## src/rtl/avalon_uart_ext.sv

```systemverilog
`timescale 1ns/1ps
// Avalon-MM UART with TX/RX FIFOs, runtime frame format, per-entry RX error
// flags, sticky write-1-to-clear status and a masked, registered interrupt.
//
// state    | meaning (shared by the TX and RX FSMs)
// S_IDLE   | line idle; TX waits for an entry, RX waits for a falling edge
// S_START  | start bit
// S_DATA   | data bits, LSB first
// S_PARITY | parity bit, only entered when parity is enabled
// S_STOP   | stop bit(s); RX leaves at the sample point of the first one
module avalon_uart_ext #(
    parameter int          FIFO_DEPTH = 16,
    parameter logic [15:0] DIV_RESET  = 16'd433
) (
    input  logic        clk,
    input  logic        rst,
    input  logic [5:0]  avn_address,
    input  logic        avn_read,
    input  logic        avn_write,
    input  logic [31:0] avn_writedata,
    output logic [31:0] avn_readdata,
    output logic        avn_waitrequest,
    output logic        irq,
    output logic        uart_txd,
    input  logic        uart_rxd
);
    localparam int AW = $clog2(FIFO_DEPTH);
    localparam int CW = AW + 1;
    localparam logic [CW-1:0] DEPTH_C = CW'(FIFO_DEPTH);

    typedef enum logic [2:0] {S_IDLE, S_START, S_DATA, S_PARITY, S_STOP} state_t;

    logic          txen, nstop, rxen;
    logic [CW-1:0] txcnt, rxcnt;
    logic [2:0]    ie, ip;
    logic [15:0]   div;
    logic [3:0]    frame, status, status_set, status_clr;
    logic [3:0]    idx;
    logic [31:0]   rd_mux;

    logic [7:0]    tx_mem [FIFO_DEPTH];
    logic [9:0]    rx_mem [FIFO_DEPTH];
    logic [AW-1:0] tx_wp, tx_rp, rx_wp, rx_rp;
    logic [CW-1:0] tx_count, rx_count;
    logic          tx_full, tx_empty, rx_full, rx_empty;
    logic          tx_push, tx_pop, tx_ovf, rx_push, rx_pop, rx_ovr;

    state_t        tx_state, tx_next, rx_state, rx_next;
    logic [15:0]   tx_tmr, tx_div, rx_tmr, rx_div, rx_samp_pt;
    logic [2:0]    tx_bit, tx_len, rx_bit, rx_len;
    logic [7:0]    tx_shift, len_mask, rx_data;
    logic          tx_par_en, tx_par_bit, tx_nstop, tx_stop_idx, tx_tc;
    logic          rx_par_en, rx_par_odd, rx_perr, rx_tc, rx_samp, rx_fall;
    logic          rxd_s1, rxd_s2, rxd_s3, rx_push_q;
    logic [9:0]    rx_push_data;
    logic          unused_bits;

    assign unused_bits     = ^{avn_address[1:0], avn_writedata[31:16+CW]};
    assign avn_waitrequest = 1'b0;
    assign idx      = avn_address[5:2];
    assign tx_full  = (tx_count == DEPTH_C);
    assign tx_empty = (tx_count == '0);
    assign rx_full  = (rx_count == DEPTH_C);
    assign rx_empty = (rx_count == '0);
    assign tx_push  = avn_write && idx == 4'd0 && !tx_full;
    assign tx_ovf   = avn_write && idx == 4'd0 && tx_full;
    assign tx_pop   = tx_state == S_IDLE && txen && !tx_empty;
    assign rx_pop   = avn_read && idx == 4'd1 && !rx_empty;
    // A full RX FIFO still accepts a push when the head leaves on the same edge.
    assign rx_push  = rx_push_q && (!rx_full || rx_pop);
    assign rx_ovr   = rx_push_q && rx_full && !rx_pop;
    assign ip       = {|status, rx_count > rxcnt, tx_count < txcnt};
    assign len_mask = 8'hFF >> (2'd3 - frame[3:2]);
    assign status_set = {tx_ovf, rx_push_q & rx_push_data[9], rx_push_q & rx_push_data[8], rx_ovr};
    assign status_clr = (avn_write && idx == 4'd8) ? avn_writedata[3:0] : 4'd0;

    always_comb begin
        rd_mux = '0;
        case (idx)
            4'd0: rd_mux[31] = tx_full;
            4'd1: rd_mux = rx_empty ? 32'h8000_0000 : {22'b0, rx_mem[rx_rp]};
            4'd2: begin rd_mux[0] = txen; rd_mux[1] = nstop; rd_mux[16 +: CW] = txcnt; end
            4'd3: begin rd_mux[0] = rxen; rd_mux[16 +: CW] = rxcnt; end
            4'd4: rd_mux[2:0] = ie;
            4'd5: rd_mux[2:0] = ip;
            4'd6: rd_mux[15:0] = div;
            4'd7: rd_mux[3:0] = frame;
            4'd8: rd_mux[3:0] = status;
            default: rd_mux = '0;
        endcase
    end

    always_ff @(posedge clk or posedge rst) begin
        if (rst) begin
            txen <= 1'b0; nstop <= 1'b0; rxen <= 1'b0;
            txcnt <= '0; rxcnt <= '0; ie <= '0; frame <= '0; status <= '0;
            div <= DIV_RESET; irq <= 1'b0; avn_readdata <= '0;
        end else begin
            if (avn_write) begin
                case (idx)
                    4'd2: begin txen <= avn_writedata[0]; nstop <= avn_writedata[1]; txcnt <= avn_writedata[16 +: CW]; end
                    4'd3: begin rxen <= avn_writedata[0]; rxcnt <= avn_writedata[16 +: CW]; end
                    4'd4: ie <= avn_writedata[2:0];
                    4'd6: div <= avn_writedata[15:0];
                    4'd7: frame <= avn_writedata[3:0];
                    default: ;
                endcase
            end
            status <= (status & ~status_clr) | status_set;
            irq <= |(ip & ie);
            if (avn_read) avn_readdata <= rd_mux;
        end
    end

    always_ff @(posedge clk) begin
        if (tx_push) tx_mem[tx_wp] <= avn_writedata[7:0];
        if (rx_push) rx_mem[rx_wp] <= rx_push_data;
    end

    always_ff @(posedge clk or posedge rst) begin
        if (rst) begin
            tx_wp <= '0; tx_rp <= '0; tx_count <= '0;
            rx_wp <= '0; rx_rp <= '0; rx_count <= '0;
        end else begin
            if (tx_push) tx_wp <= tx_wp + AW'(1);
            if (tx_pop)  tx_rp <= tx_rp + AW'(1);
            if (rx_push) rx_wp <= rx_wp + AW'(1);
            if (rx_pop)  rx_rp <= rx_rp + AW'(1);
            tx_count <= tx_count + CW'(tx_push) - CW'(tx_pop);
            rx_count <= rx_count + CW'(rx_push) - CW'(rx_pop);
        end
    end

    assign tx_tc = (tx_tmr == 16'd0);

    always_comb begin
        tx_next  = tx_state;
        uart_txd = 1'b1;
        case (tx_state)
            S_IDLE:   if (tx_pop) tx_next = S_START;
            S_START:  begin uart_txd = 1'b0; if (tx_tc) tx_next = S_DATA; end
            S_DATA:   begin
                uart_txd = tx_shift[0];
                if (tx_tc && tx_bit == tx_len) tx_next = tx_par_en ? S_PARITY : S_STOP;
            end
            S_PARITY: begin uart_txd = tx_par_bit; if (tx_tc) tx_next = S_STOP; end
            S_STOP:   if (tx_tc && tx_stop_idx == tx_nstop) tx_next = S_IDLE;
            default:  tx_next = S_IDLE;
        endcase
    end

    // Frame format, stop count and divisor are frozen at pop for the whole frame.
    always_ff @(posedge clk or posedge rst) begin
        if (rst) begin
            tx_state <= S_IDLE; tx_tmr <= '0; tx_div <= '0; tx_bit <= '0; tx_len <= '0;
            tx_shift <= '0; tx_par_en <= 1'b0; tx_par_bit <= 1'b0; tx_nstop <= 1'b0; tx_stop_idx <= 1'b0;
        end else begin
            tx_state <= tx_next;
            if (tx_pop) begin
                tx_shift    <= tx_mem[tx_rp];
                tx_len      <= {1'b0, frame[3:2]} + 3'd4;
                tx_par_en   <= frame[1] ^ frame[0];
                tx_par_bit  <= (^(tx_mem[tx_rp] & len_mask)) ^ frame[1];
                tx_nstop    <= nstop;
                tx_div      <= div;
                tx_tmr      <= div;
                tx_bit      <= '0;
                tx_stop_idx <= 1'b0;
            end else if (tx_state != S_IDLE) begin
                if (tx_tc) begin
                    tx_tmr <= tx_div;
                    if (tx_state == S_DATA) begin
                        tx_shift <= tx_shift >> 1;
                        tx_bit   <= tx_bit + 3'd1;
                    end
                    if (tx_state == S_STOP) tx_stop_idx <= 1'b1;
                end else begin
                    tx_tmr <= tx_tmr - 16'd1;
                end
            end
        end
    end

    assign rx_fall = rxd_s3 & ~rxd_s2;
    assign rx_tc   = (rx_tmr == 16'd0);
    assign rx_samp = (rx_tmr == rx_samp_pt);

    always_comb begin
        rx_next = rx_state;
        if (!rxen) begin
            rx_next = S_IDLE;
        end else begin
            case (rx_state)
                S_IDLE:   if (rx_fall) rx_next = S_START;
                S_START:  if (rx_samp && rxd_s2) rx_next = S_IDLE;
                          else if (rx_tc) rx_next = S_DATA;
                S_DATA:   if (rx_tc && rx_bit == rx_len) rx_next = rx_par_en ? S_PARITY : S_STOP;
                S_PARITY: if (rx_tc) rx_next = S_STOP;
                S_STOP:   if (rx_samp) rx_next = S_IDLE;
                default:  rx_next = S_IDLE;
            endcase
        end
    end

    always_ff @(posedge clk or posedge rst) begin
        if (rst) begin
            rxd_s1 <= 1'b1; rxd_s2 <= 1'b1; rxd_s3 <= 1'b1;
            rx_state <= S_IDLE; rx_tmr <= '0; rx_div <= '0; rx_samp_pt <= '0;
            rx_bit <= '0; rx_len <= '0; rx_data <= '0; rx_par_en <= 1'b0; rx_par_odd <= 1'b0;
            rx_perr <= 1'b0; rx_push_q <= 1'b0; rx_push_data <= '0;
        end else begin
            rxd_s1    <= uart_rxd;
            rxd_s2    <= rxd_s1;
            rxd_s3    <= rxd_s2;
            rx_state  <= rx_next;
            rx_push_q <= 1'b0;
            if (rx_state == S_IDLE) begin
                if (rx_next == S_START) begin
                    rx_tmr     <= div;
                    rx_div     <= div;
                    rx_samp_pt <= div - (div >> 1);
                    rx_len     <= {1'b0, frame[3:2]} + 3'd4;
                    rx_par_en  <= frame[1] ^ frame[0];
                    rx_par_odd <= frame[1];
                    rx_data    <= '0;
                    rx_bit     <= '0;
                    rx_perr    <= 1'b0;
                end
            end else if (rxen) begin
                rx_tmr <= rx_tc ? rx_div : rx_tmr - 16'd1;
                if (rx_samp) begin
                    case (rx_state)
                        S_DATA:   rx_data[rx_bit] <= rxd_s2;
                        S_PARITY: rx_perr <= rxd_s2 ^ (^rx_data) ^ rx_par_odd;
                        S_STOP:   begin
                            rx_push_q    <= 1'b1;
                            rx_push_data <= {rx_perr, ~rxd_s2, rx_data};
                        end
                        default: ;
                    endcase
                end
                if (rx_tc && rx_state == S_DATA) rx_bit <= rx_bit + 3'd1;
            end
        end
    end
endmodule
```

## config.mk

```make
export PLATFORM = sky130hd
export DESIGN_NAME = avalon_uart_ext
export DESIGN_NICKNAME = d
export VERILOG_FILES = /design/src/rtl/avalon_uart_ext.sv
export SDC_FILE = /design/constraint.sdc
export NUM_CORES = 1
export LEC_CHECK = 0
export BUFFER_PORTS_ARGS = -buffer_cell sky130_fd_sc_hd__buf_2
export CAP_MARGIN = 20
export CORE_ASPECT_RATIO = 1.5
export CORE_MARGIN = 2
export CORE_UTILIZATION = 60
export DETAILED_ROUTE_END_ITERATION = 12
export HOLD_SLACK_MARGIN = 0.03
export PLACE_DENSITY = 0.77
export SLEW_MARGIN = 20
export SYNTH_ARGS = -nofsm -noshare
export SYNTH_HDL_FRONTEND = slang
export SYNTH_SLANG_ARGS = --single-unit
```

## constraint.sdc

```tcl
create_clock -name clk -period 12.2 [get_ports clk]
set_input_delay 3.66 -clock clk [delete_from_list [all_inputs] [get_ports clk]]
set_output_delay 3.66 -clock clk [all_outputs]
set_load 0.01 [all_outputs]
```

Word level (Yosys, flattened, before mapping)
Memory sizes are Yosys's and may differ from the RTL's. Index checks and enable logic that the tools add are counted.

Bits in registers: 234. RAM bits: 288. Input port bits: 43. Output and inout bits: 35. Logic and storage cells: 236. Memories: 2.

$add $sub $neg: 15. Order comparisons: 4. Equal/unequal tests: 29. Shifts and indexed selects: 1. Mux-type cells: 71. Bitwise logic cells: 14. Reduce and logical (&&, ||, !) cells: 58.

Memory list: rx_mem (depth 16, bits a word 10, rd ports 1, clocked after Yosys merged registers in 0, write ports 1, line 42) `logic [9:0] rx_mem [FIFO_DEPTH];`; tx_mem (depth 16, bits a word 8, rd ports 1, clocked after Yosys merged registers in 0, write ports 1, line 41) `logic [7:0] tx_mem [FIFO_DEPTH];`.

Operators by type and width (count): $mux W16 (7); $mux W8 (9); $mux W3 (22); $logic_not A16 Y1 (2); $mux W32 (1); $sub A16 B1 Y16 const B (2); $pmux W3 S5 (2); $pmux W12 S2 (1); $mux W1 (18); $reduce_bool A2 Y1 (9); $logic_and A1 B1 Y1 (17); $add A4 B1 Y4 const B (4); $eq A16 B16 Y1 (1); $eq A4 B3 Y1 const B (4); $reduce_xor A8 Y1 (2); $sub A16 B15 Y16 (1); $pmux W5 S3 (1); $reduce_and A2 Y1 (7); $eq A3 B2 Y1 const B (4); $reduce_and A4 Y1 (3); $add A5 B1 Y5 (2); $eq A5 B5 Y1 const B (2); $logic_not A5 Y1 (2); $mux W10 (1); other kinds (44) (68).

Longest topological paths before layout
Gate-level depths: netlist (run 1).

Word-level depth: 9. Mapped depth: 17. Mapped depth without buffers: 17.

Worst setup path before layout (run 1)
No wires, ideal clock.

Kind: input port to flip-flop. Start: in avn_address[4]. End: reg rx_count[4]. Setup time: 125 ps. Arrival time: 6355 ps. Required time: 12075 ps. Slack: 5720 ps. Cell stages on the path: 15. Buffers on the path: 1. Cell sequence: clkbuf_1 > nor3_1 > nand4_1 > a31oi_1 > inv_1 > ha_1 > inv_1 > ha_1 > inv_1 > fa_1 > inv_1 > a21oi_1 > nor2_1 > nor2_1 > xnor2_1.

Cells in the longest elaborated chain, start to end: 7.

Ends and longest elaborated chain: start: declaration (line 17) `input logic [5:0] avn_address,`; $eq A4 B1 Y1 (*) (line 68) `assign rx_pop = avn_read && idx == 4'd1 && !rx_empty;`; $logic_and A1 B1 Y1 (*) (2 in series) (line 68); $logic_or A1 B1 Y1 (line 70) `assign rx_push = rx_push_q && (!rx_full || rx_pop);`; $logic_and A1 B1 Y1 (line 70); $add A5 B1 Y5 (line 130) `rx_count <= rx_count + CW'(rx_push) - CW'(rx_pop);`; $sub A5 B1 Y5 (*) (line 130); end signal: assignment (line 130); end: declaration (line 44) `logic [CW-1:0] tx_count, rx_count;`.

Every way passes the cells marked *; elsewhere a longest branch is shown, timed or not. A chain may end at the register's enable or synchronous reset.

Worst setup path in the final report (run 1)
Ends and elaborated chain as after synthesis.

==> run metrics, run 1 <==
outcome finished, final reports clean; CP max stage delay 0.80 ns; DPL Wire Length 33200 um; DR iter-0 viols 1212; WL met1 18600 um; Worst R2R Start rx_count[2]; sequential share of the synthesized area 61.8%; Worst Setup Start Kind input port; layout cells sized above 1 17.6%; CTS Buf Count 47; Req. time, crit path 12.66 ns; pwr dens roughly 210 nW/um^2; Post-synth EDFFs 288; top layer in use met4; Worst-Margin Slew 1.08 ns; CTS tree built; Post-Syn Instances 1691; Core ar. 38200 um^2; Post-synth ARST share a little over two fifths; RSZ-0062 raised after global routing no; initial core utilization 60.4%; drt pass-1 iters 5; peak supply drop 0.213 mV; Post-synth top flop edfxtp_1; internal reg-to-reg setup slack between 8 and 9 ns; max-slew violation count 0; post-layout power 5.25 mW; io pins 78; H-tree depth 2; Worst Hold Depth 0; Util after Layout 66.0%; max-cap violations 0; Congestion Overflow GR 0; CP max stage cell a31oi_1; aggregate global-route resource usage 25.5%; Avg WL per Cell 22.0 um; CP dominant cell by count inv_1; post-CTS sizing 0; CP max FO 15; initial antenna violation count 0; PortBufs 53; Peak Freq 148 MHz; fillers ~2600; Die Ht 244 um; GPL Wtd Cong 0.817; CP arrival 7.21 ns; metal3 WL around 2700 um; Netlist cell types 76; share of the clock period used by the worst path 55.4%; # rows 88; final cell count without fillers 2261; Period minus WS final ~6.8 ns; met2 WL post-DR 26200 um; Worst Skew about 0.023 ns; Register Area 14300 um^2; Worst Reg-to-Reg Cells 17; first-pass GRT wire length 77900 um; CP Class input port to flip-flop; Clk pin slew, worst setup/hold paths 0.07 ns; Antenna Nets Post-Route 0; clk_lat worst skew 0.57 ns; CTS Hold Buffers Added 0; Hold Crit Class flip-flop to flip-flop; pin count of the biggest net entering global routing 112; vias in the first global route 14100; antenna fix cells 0; DRT Wirelength about 50000 um; Max-slew headroom 28.0%; clk sinks 512; #FFs+latches synth approximately 510; Placed Cells 2175; Post-CTS Setup Inserts 0; via count 13900; synthesized area 23100 um^2; final setup TNS 0 ns; CP Capture Type flip-flop; vias per inst 6.14; Root Buffer clkbuf_16; final setup vio count 0; CP cell instances buf_2 -> nor3_1 -> nand4_1 -> a31oi_1 -> inv_1 -> ha_1 -> inv_1 -> ha_1 -> inv_1 -> fa_1 -> inv_1 -> a21oi_1 -> nor2_1 -> nor2_1 -> xnor2_1; Pleak 9.78 nW; DRC errors left 0; yosys warns 0; hold endpoint rxd_s2; HP Start rxd_s1; Multi-input gate area 8100 um^2; syn avg cell area around 14 um^2; clk buf depth 3; Die ar. 40100 um^2; Chip Width about 160 um; Reg-to-Reg End rx_count[4]; final hold vios 0; Nets 1826; Syn-to-layout area delta 9.23%
power breakdown:
| part | internal, mW | switching [mW] | leakage, nW |
|---|---|---|---|
| combinational | 0.701 | 0.784 | 3.49 |
| clock | 0.778 | 0.642 | 0.710 |
| sequential | 2.06 | 0.281 | 5.58 |
| total | 3.54 | 1.71 | 9.78 |
cells in the mapped netlist (all sizes together) (6+ instances only):
| cell type | n | area [um^2] |
|---|---|---|
| a21oi | 74 | 378 |
| xor2 | 20 | 175 |
| mux2 | 75 | 845 |
| nor4 | 16 | 100 |
| and2 | 6 | 37.5 |
| dfstp | 8 | 210 |
| o22ai | 6 | 37.5 |
| buf | 43 | 259 |
| o31ai | 8 | 70.1 |
| dfrtp | 216 | 5410 |
| and3 | 7 | 43.8 |
| mux2i | 9 | 90.1 |
| clkbuf | 53 | 199 |
| nand2 | 121 | 454 |
| a22oi | 19 | 143 |
| nand3 | 20 | 100 |
| o21ai | 101 | 505 |
| nor2 | 115 | 432 |
| nand2b | 17 | 106 |
| mux4 | 84 | 1890 |
| inv | 82 | 308 |
| edfxtp | 288 | 8650 |
| or3 | 10 | 67.6 |
| o211ai | 7 | 52.6 |
| a21o | 11 | 82.6 |
| a211oi | 7 | 52.6 |
| a22o | 8 | 70.1 |
| nor3 | 24 | 131 |
| nor2b | 17 | 106 |
| nand4 | 19 | 125 |
| ha | 51 | 638 |
| xnor2 | 65 | 569 |
| a31oi | 27 | 184 |
area by class of cell:
cell class / instances / share of cell area (%)
clock buffers: 54 / 4.77
clock inverters: 32 / 1.07
inverters: 83 / 1.27
multi-input cells: 1010 / 32.1
flip-flops and latches: 512 / 56.6
well taps: 495 / 2.46
repair buffers: 75 / 1.71
critical path: cells and delay by family:
kind	cells	cell delay [ns]
AOI/OAI and AO/OA	2	0.86
buffers and inverters	5	0.50
xor gates and xnor gates	1	0.11
adders and majority gates	3	0.89
and+or+nand+nor	4	1.20
cell families (layout without fill, tap and decap cells):
kind of cell             Yosys count  in the layout  synth area share [%]
flip-flops                       512            512                  61.8
AND/OR/NAND/NOR                  390            390                  8.03
AO/OA/AOI/OAI                    302            302                  8.30
buffers and inverters            179            244                  3.33
multiplexers                     168            168                  12.2
XOR/XNOR                          85             85                  3.23
adder cells (fa/ha/maj)           54             54                  3.03
other                              1             11                0.0163
stage by stage:
step	area (um^2)	hold slack [ns]	worst slack [ns]
2_1_floorplan	23100	0.345	2.42
4_1_cts	25200	0.360	5.44
3_5_place_dp	23700	0.351	4.88
6_report	25200	0.359	5.45
5_1_grt	25200	0.363	5.18
3_3_place_gp	23700	0.347	4.94
placed cells by master (no fill, tap or decap), types with 13 or more instances in the layout:
cell | Yosys | routed
nor3_1 | 23 | 20
clkbuf_16 | 0 | 47
inv_1 | 81 | 80
edfxtp_1 | 288 | 288
mux4_2 | 84 | 84
nand2_1 | 121 | 121
mux2_2 | 44 | 44
nand4_1 | 18 | 18
buf_2 | 9 | 53
a21oi_1 | 72 | 72
dfrtp_1 | 216 | 213
a31oi_1 | 26 | 26
nor2_1 | 115 | 114
o21ai_1 | 13 | 13
nor4_1 | 16 | 16
buf_4 | 15 | 22
nor2b_1 | 17 | 17
nand2b_1 | 17 | 17
o21ai_0 | 88 | 88
xor2_1 | 20 | 20
mux2_1 | 31 | 31
ha_1 | 51 | 51
xnor2_1 | 65 | 65
nand3_1 | 20 | 20
a22oi_1 | 19 | 19
layer usage:
layer  global-route usage [%]  up-vias
li1                         -     6324
met2                     45.2      451
met5                        0        -
met3                     3.43      111
met4                     11.0        0
met1                     31.1     6994
worst max-delay path by stage:
| stage | cells after the start | endpoint | startpoint |
|---|---|---|---|
| floorplan | 1 | avn_readdata[0] | rst |
| global placement | 6 | rx_mem[11][6] | avn_address[4] |
| detailed placement | 15 | rx_count[4] | avn_address[4] |
| CTS | 6 | rx_mem[11][6] | avn_address[4] |
| global route | 15 | rx_count[4] | avn_address[4] |
| finish | 15 | rx_count[4] | avn_address[4] |
state kept, by name (all words and copies together), names as in the netlist, 5 cells and up:
signal	cells
rx_push_data	10
div	16
tx_mem	128
avn_readdata	22
rx_tmr	16
rx_data	8
tx_shift	8
rxcnt	5
rx_mem	160
tx_tmr	16
tx_count	5
tx_div	16
txcnt	5
rx_count	5
rx_samp_pt	16
rx_div	16
Power figures use the tool's default switching activity.
==> run 2, diff against run 1 <==
Settings changed: ABC_AREA from default to 1, CORE_UTILIZATION 60 to 56, PLACE_DENSITY 0.77 to 0.76.
Clock period 12.2 ns to 5.92 ns, I/O delays scaled along.
==> run metrics, run 2 <==
Die ar. 44000 um^2 (+9.8%); clk_lat worst skew 0.59 ns (+0.02 ns); final worst slack 1.94 ns (-3.50 ns); yosys warns 0 (unchanged); Clk pin slew, worst setup/hold paths 0.06 ns (about the same); outcome finished, final reports clean; max reg flops 160 (unchanged); CTS Buf Count 47 (unchanged); Worst Setup Start Kind input port; Hold Crit Class flip-flop to flip-flop; Post-synth ARST share 43.8% (unchanged); Max-slew headroom 28.5% (+0.44 points); Netlist cell types 55 (-28%); first-pass GRT wire length 88200 um (+13%); final setup vio count 0 (unchanged); clk buf depth 3 (unchanged); Chip Width 172 um (+4.8%); Period minus WS final approximately 4 ns; CP max FO 9 (-6); Core ar. 41900 um^2 (+9.7%); cell with the most instances after synthesis nand2_1; Synth area leaders edfxtp_1, dfrtp_1, nand2_1; largest registers rx_mem x160, tx_mem x128, avn_readdata x22; final hold vios 0 (unchanged); Yosys top cell by area edfxtp_1; CP Capture Type flip-flop; layout cells sized above 1 6.88% (-11 points); post-layout power 11.2 mW (+110%); aggregate global-route resource usage 25.5% (about the same); DRT Wirelength 55500 um (+12%); PortBufs 53 (unchanged); Post-synth top flop edfxtp_1; Req. time, crit path 6.38 ns (-6.28 ns); final setup TNS 0 ns (unchanged); sequential share of the synthesized area 60.2% (-1.6 points); initial antenna violation count 2 (+2); peak supply drop 0.310 mV (+46%); Antenna Nets Post-Route 0 (unchanged); io pins 78 (unchanged); met2 Usage GRT 44.5% (-0.66 points); pin count of the biggest net entering global routing 125 (+12%); clk sinks 512 (unchanged); DRC errors left 0 (unchanged); DR iter-0 viols 1331 (+9.8%); largest register by flop count rx_mem; post-CTS sizing 0 (unchanged); vias in the first global route 17100 (+21%); Die Ht 256 um (+4.8%); Multi-input gate area 8170 um^2 (+0.97%); #FFs+latches synth 512 (unchanged); CP arrival 4.44 ns (-2.77 ns); Nets 2514 (+38%); internal reg-to-reg setup slack 2.12 ns (-6.34 ns); # rows 92 (+4.5%); GRT busiest layer met2; Global Route met1 Usage 30.6% (-0.50 points); commonest non-fill, non-tap cells in the layout nand2_1, edfxtp_1, nor2_1; Root Buffer clkbuf_16; pwr dens 435 nW/um^2 (+110%); via count 17200 (+24%); initial core utilization 56.5% (-3.9 points); CP Class input port to flip-flop; Worst Skew 0.0231 ns (+0.0000734 ns); fillers 3363 (+28%); Peak Freq 251 MHz; CTS Hold Buffers Added 0 (unchanged); CTS tree built; Syn-to-layout area delta 9.08%; WHS 0.380 ns (+0.0210 ns); Congestion Overflow GR 0 (unchanged); GPL Wtd Cong 0.887 (+8.6%); Register Area 14300 um^2 (unchanged); max-slew violation count 0 (unchanged); Avg WL per Cell 18.4 um (-16%); Pleak 10.9 nW (+11%); max-cap violations 0 (unchanged); DPL Wire Length 37400 um (+13%); vias per inst 5.68 (-7.5%); Post-CTS Setup Inserts 0 (unchanged); Post-synth EDFFs 288 (unchanged); most common cell after layout, fill and taps aside nand2_1; drt pass-1 iters 6 (+1); share of the clock period used by the worst path 67.2%; Yosys top cell area share 36.5% (-0.97 points); met3 usage 3.29% (-0.13 points); RSZ-0062 raised after global routing no; Post-Syn Instances 2395 (+42%); Worst-Margin Slew 1.07 ns (-0.00258 ns); Synth top cells by count nand2_1, edfxtp_1, nor2_1; synthesized area 23700 um^2 (+2.6%); H-tree depth 2 (unchanged); pre-CTS WS 1.35 ns (-3.53 ns); syn avg cell area 9.89 um^2 (-28%)
==> run 2: metrics by stage <==
step	cell area (um^2)	instances	util, %
after floorplan	23700	2405	-
after global placement	24300	2932	58.1
after detailed placement	24300	2932	58.1
after CTS	25800	3020	61.6
after global routing	25800	3022	61.7
final	25800	3022	61.7
==> run 2: power breakdown <==
part           switching, mW  leakage [nW]  total, mW  internal, mW
Combinational           2.33          4.79       3.55          1.22
Sequential             0.480          5.35       4.73          4.25
Clock                   1.32         0.720       2.94          1.62
Total                   4.14          10.9       11.2          7.09
==> run 2: cell type report <==
cell class,count,share of cell area (%)
Multi-Input combinational cell,1576,31.6
Sequential cell,512,55.2
Clock buffer,67,5.00
Clock inverter,21,0.760
Timing Repair Buffer,69,1.54
Antenna cell,2,0.0194
Tap cell,564,2.73
Inverter,211,3.08
==> run 2: routing by layer <==
layer	wire length (um)	vias up
li1	-	8147
met1	20600	8232
met2	28500	612
met3	3290	167
met4	3040	0
met5	0	-
==> run 2: kinds of logic after synthesis <==
logic type | Yosys count | share of synthesized area, %
other | 1 | 0.0158
AND/OR/NAND/NOR | 982 | 17.0
adder cells (fa/ha/maj) | 54 | 2.95
flip-flops | 512 | 60.2
AO/OA/AOI/OAI | 423 | 10.4
XOR/XNOR | 79 | 2.92
buffers and inverters | 317 | 5.42
multiplexers | 27 | 1.14
==> run 2: path summary, 6_finish.rpt <==
kind / from / endpoint / depth (start not counted)
worst max-delay path: avn_address[3] / tx_count[4] / 13
worst min-delay path: rxd_s1 / rxd_s2 / 0
worst max register to register: rx_tmr[0] / rx_bit[0] / 13
worst min register to register: rxd_s1 / rxd_s2 / 0
max in group asynchronous: rst / avn_readdata[11] / 3
min in group asynchronous: rst / txcnt[3] / 2
==> run 2: critical path: stages <==
cell	delay, ns
buf_2	0.13
nor2_1	0.21
nand3_1	0.12
nor2_1	0.62
inv_1	0.11
ha_1	0.32
inv_1	0.06
ha_1	0.15
inv_1	0.06
fa_1	0.42
o21ai_0	0.20
a21oi_1	0.11
xor2_1	0.15
==> run 3, diff against run 2 <==
Settings changed: ABC_AREA 1 to 0, CORE_UTILIZATION 56 to 60, PLACE_DENSITY 0.76 to 0.77.
Clock period 5.92 ns to 4 ns, I/O delays scaled along.
==> run metrics, run 3 (synthesized netlist as in run 1, its figures left out) <==
H-tree depth 2 (unchanged); design area 25700 um^2 (-0.37%); Core ar. 38200 um^2 (-8.8%); PortBufs 53 (unchanged); CP Class flip-flop to flip-flop; max-cap violations 0 (unchanged); DR iter-0 viols 1094 (-18%); Nets 1868 (-26%); final cell count without fillers 2308 (-24%); Clk pin slew, worst setup/hold paths 0.07 ns (about the same); Req. time, crit path 4.46 ns (-1.92 ns); Placed Cells 2217 (-24%); Root Buffer clkbuf_16; Congestion Overflow GR 0 (unchanged); Max-slew headroom 49.1% (+21 points); clk buf depth 3 (unchanged); outcome finished, final reports clean; CP max FO 20 (+11); drt pass-1 iters 5 (-1); largest register by flop count rx_mem; CP Capture Type flip-flop; Psw 5.29 mW (+28%); Die Ht 244 um (-4.6%); share of the clock period used by the worst path between 80 and 90%; layout cells sized above 1 19.7% (+13 points); CTS Buf Count 47 (unchanged); commonest non-fill, non-tap cells in the layout edfxtp_1, dfrtp_1, nand2_1; max reg flops 160 (unchanged); Util after Layout 67.4% (+5.7 points); Avg WL per Cell 22.4 um (+22%); max-slew violation count 0 (unchanged); Worst-Margin Slew 0.763 ns (-0.310 ns); CTS Hold Buffers Added 0 (unchanged); Worst Setup Start Kind flip-flop; sequential power share 43.6% (+1.4 points); first-pass GRT wire length 81800 um (-7.2%); final hold vios 0 (unchanged); via count 14200 (-17%); fillers 2597 (-23%); initial antenna violation count 3 (+1); Chip Width 164 um (-4.5%); post-CTS sizing 0 (unchanged); Period minus WS final 3.41 ns; Die ar. 40100 um^2 (-8.9%); pin count of the biggest net entering global routing 87 (-30%); aggregate global-route resource usage 26.7% (+1.2 points); CTS tree built; initial core utilization 60.4% (+3.9 points); clk_lat worst skew 0.58 ns (about the same); DPL Wire Length 34300 um (-8.4%); vias per inst 6.16 (+8.6%); Peak Freq 294 MHz; RSZ-0062 raised after global routing no; # rows 88 (-4.3%); Int Power 11.2 mW (+58%); Syn-to-layout area delta 11.6%; peak supply drop 0.438 mV (+41%); clock power share 28.7% (+2.5 points); Post-CTS Setup Inserts 0 (unchanged); Worst Skew 0.0208 ns (-0.00225 ns); DRT Wirelength 51800 um (-6.6%); Sw Ratio 32.0% (-4.8 points); pwr dens 642 nW/um^2 (+48%); most common cell after layout, fill and taps aside edfxtp_1; CP arrival 3.87 ns (-0.57 ns); Antenna Nets Post-Route 0 (unchanged); io pins 78 (unchanged); clk sinks 512 (unchanged); Pleak 10.0 nW (-7.5%); final setup vio count 0 (unchanged); placed cell areas 24100 um^2 (-1.1%); GPL Wtd Cong 0.896 (+0.98%); DRC errors left 0 (unchanged); largest registers rx_mem x160, tx_mem x128, avn_readdata x22; Hold Crit Class flip-flop to flip-flop; Comb power frac 27.7% (-3.9 points); vias in the first global route 14700 (-14%)
==> run 3: changes by cell type in the layout (fill, tap and decap cells not counted), sizes merged, moves of 47 or more <==
| cell | change |
|---|---|
| mux2 | +75 |
| nand3 | -96 |
| nor2 | -133 |
| inv | -122 |
| mux4 | +84 |
| nand2 | -444 |
| xnor2 | +47 |
| o21ai | -135 |
| buf | +48 |
==> run 3: per-stage QoR <==
stage          hold slack (ns)  worst slack, ns  setup TNS, ns  power [mW]
2_1_floorplan            0.345           -0.117         -25.38        10.6
3_3_place_gp             0.350            0.356              0        11.6
3_5_place_dp             0.348            0.371              0        11.8
4_1_cts                  0.357            0.607              0        16.6
5_1_grt                  0.363            0.410              0        17.4
6_report                 0.357            0.593              0        16.5
==> run 3: critical path, cell delays in order (launching register included) <==
cell and delay, ns:
dfrtp_1 0.45, or3_1 0.43, or3b_1 0.55, nor3_4 0.39, nand4_2 0.22, a31oi_4 0.27
buf_4 0.31, buf_4 0.31, mux2_1 0.36
==> run 3: layout make-up <==
class                      instances  area (um^2)  area share, %
sequential                       512        14300           55.4
clock inverter                    29          369           1.43
inverter                          83          315           1.23
timing repair buffer             117          783           3.04
clock buffer                      59         1280           4.98
multi-input combinational       1010         8090           31.4
tap                              495          619           2.41
antenna                            3         7.51         0.0292
==> run 3: power groups by stage <==
stage / combinational [mW] / sequential, mW / clock (mW)
floorplan: 3.80 / 6.84 / 0
global placement: 4.37 / 7.26 / 0
detailed placement: 4.52 / 7.29 / 0
CTS: 4.60 / 7.20 / 4.82
global route: 5.09 / 7.32 / 5.02
finish: 4.57 / 7.21 / 4.74
==> run 3: final timing paths <==
kind | start | end | slack (ns) | cells past startpoint
setup / recovery | rx_tmr[2] | rx_par_odd | 0.59 | 8
hold / removal | rxd_s1 | rxd_s2 | 0.36 | 0
setup reg to reg | rx_tmr[2] | rx_par_odd | 0.59 | 8
hold reg to reg | rxd_s1 | rxd_s2 | 0.36 | 0
max in group asynchronous | rst | div[8] | 2.41 | 3
min in group asynchronous | rst | rx_data[2] | 0.72 | 2
==> run 3: per-layer routing <==
metal,GRT usage [%],vias to the layer above,wire (um)
met5,0,-,13
met4,10.8,2,2030
met3,4.24,125,3110
met2,48.1,558,27900
met1,31.8,7125,18800
li1,-,6415,-
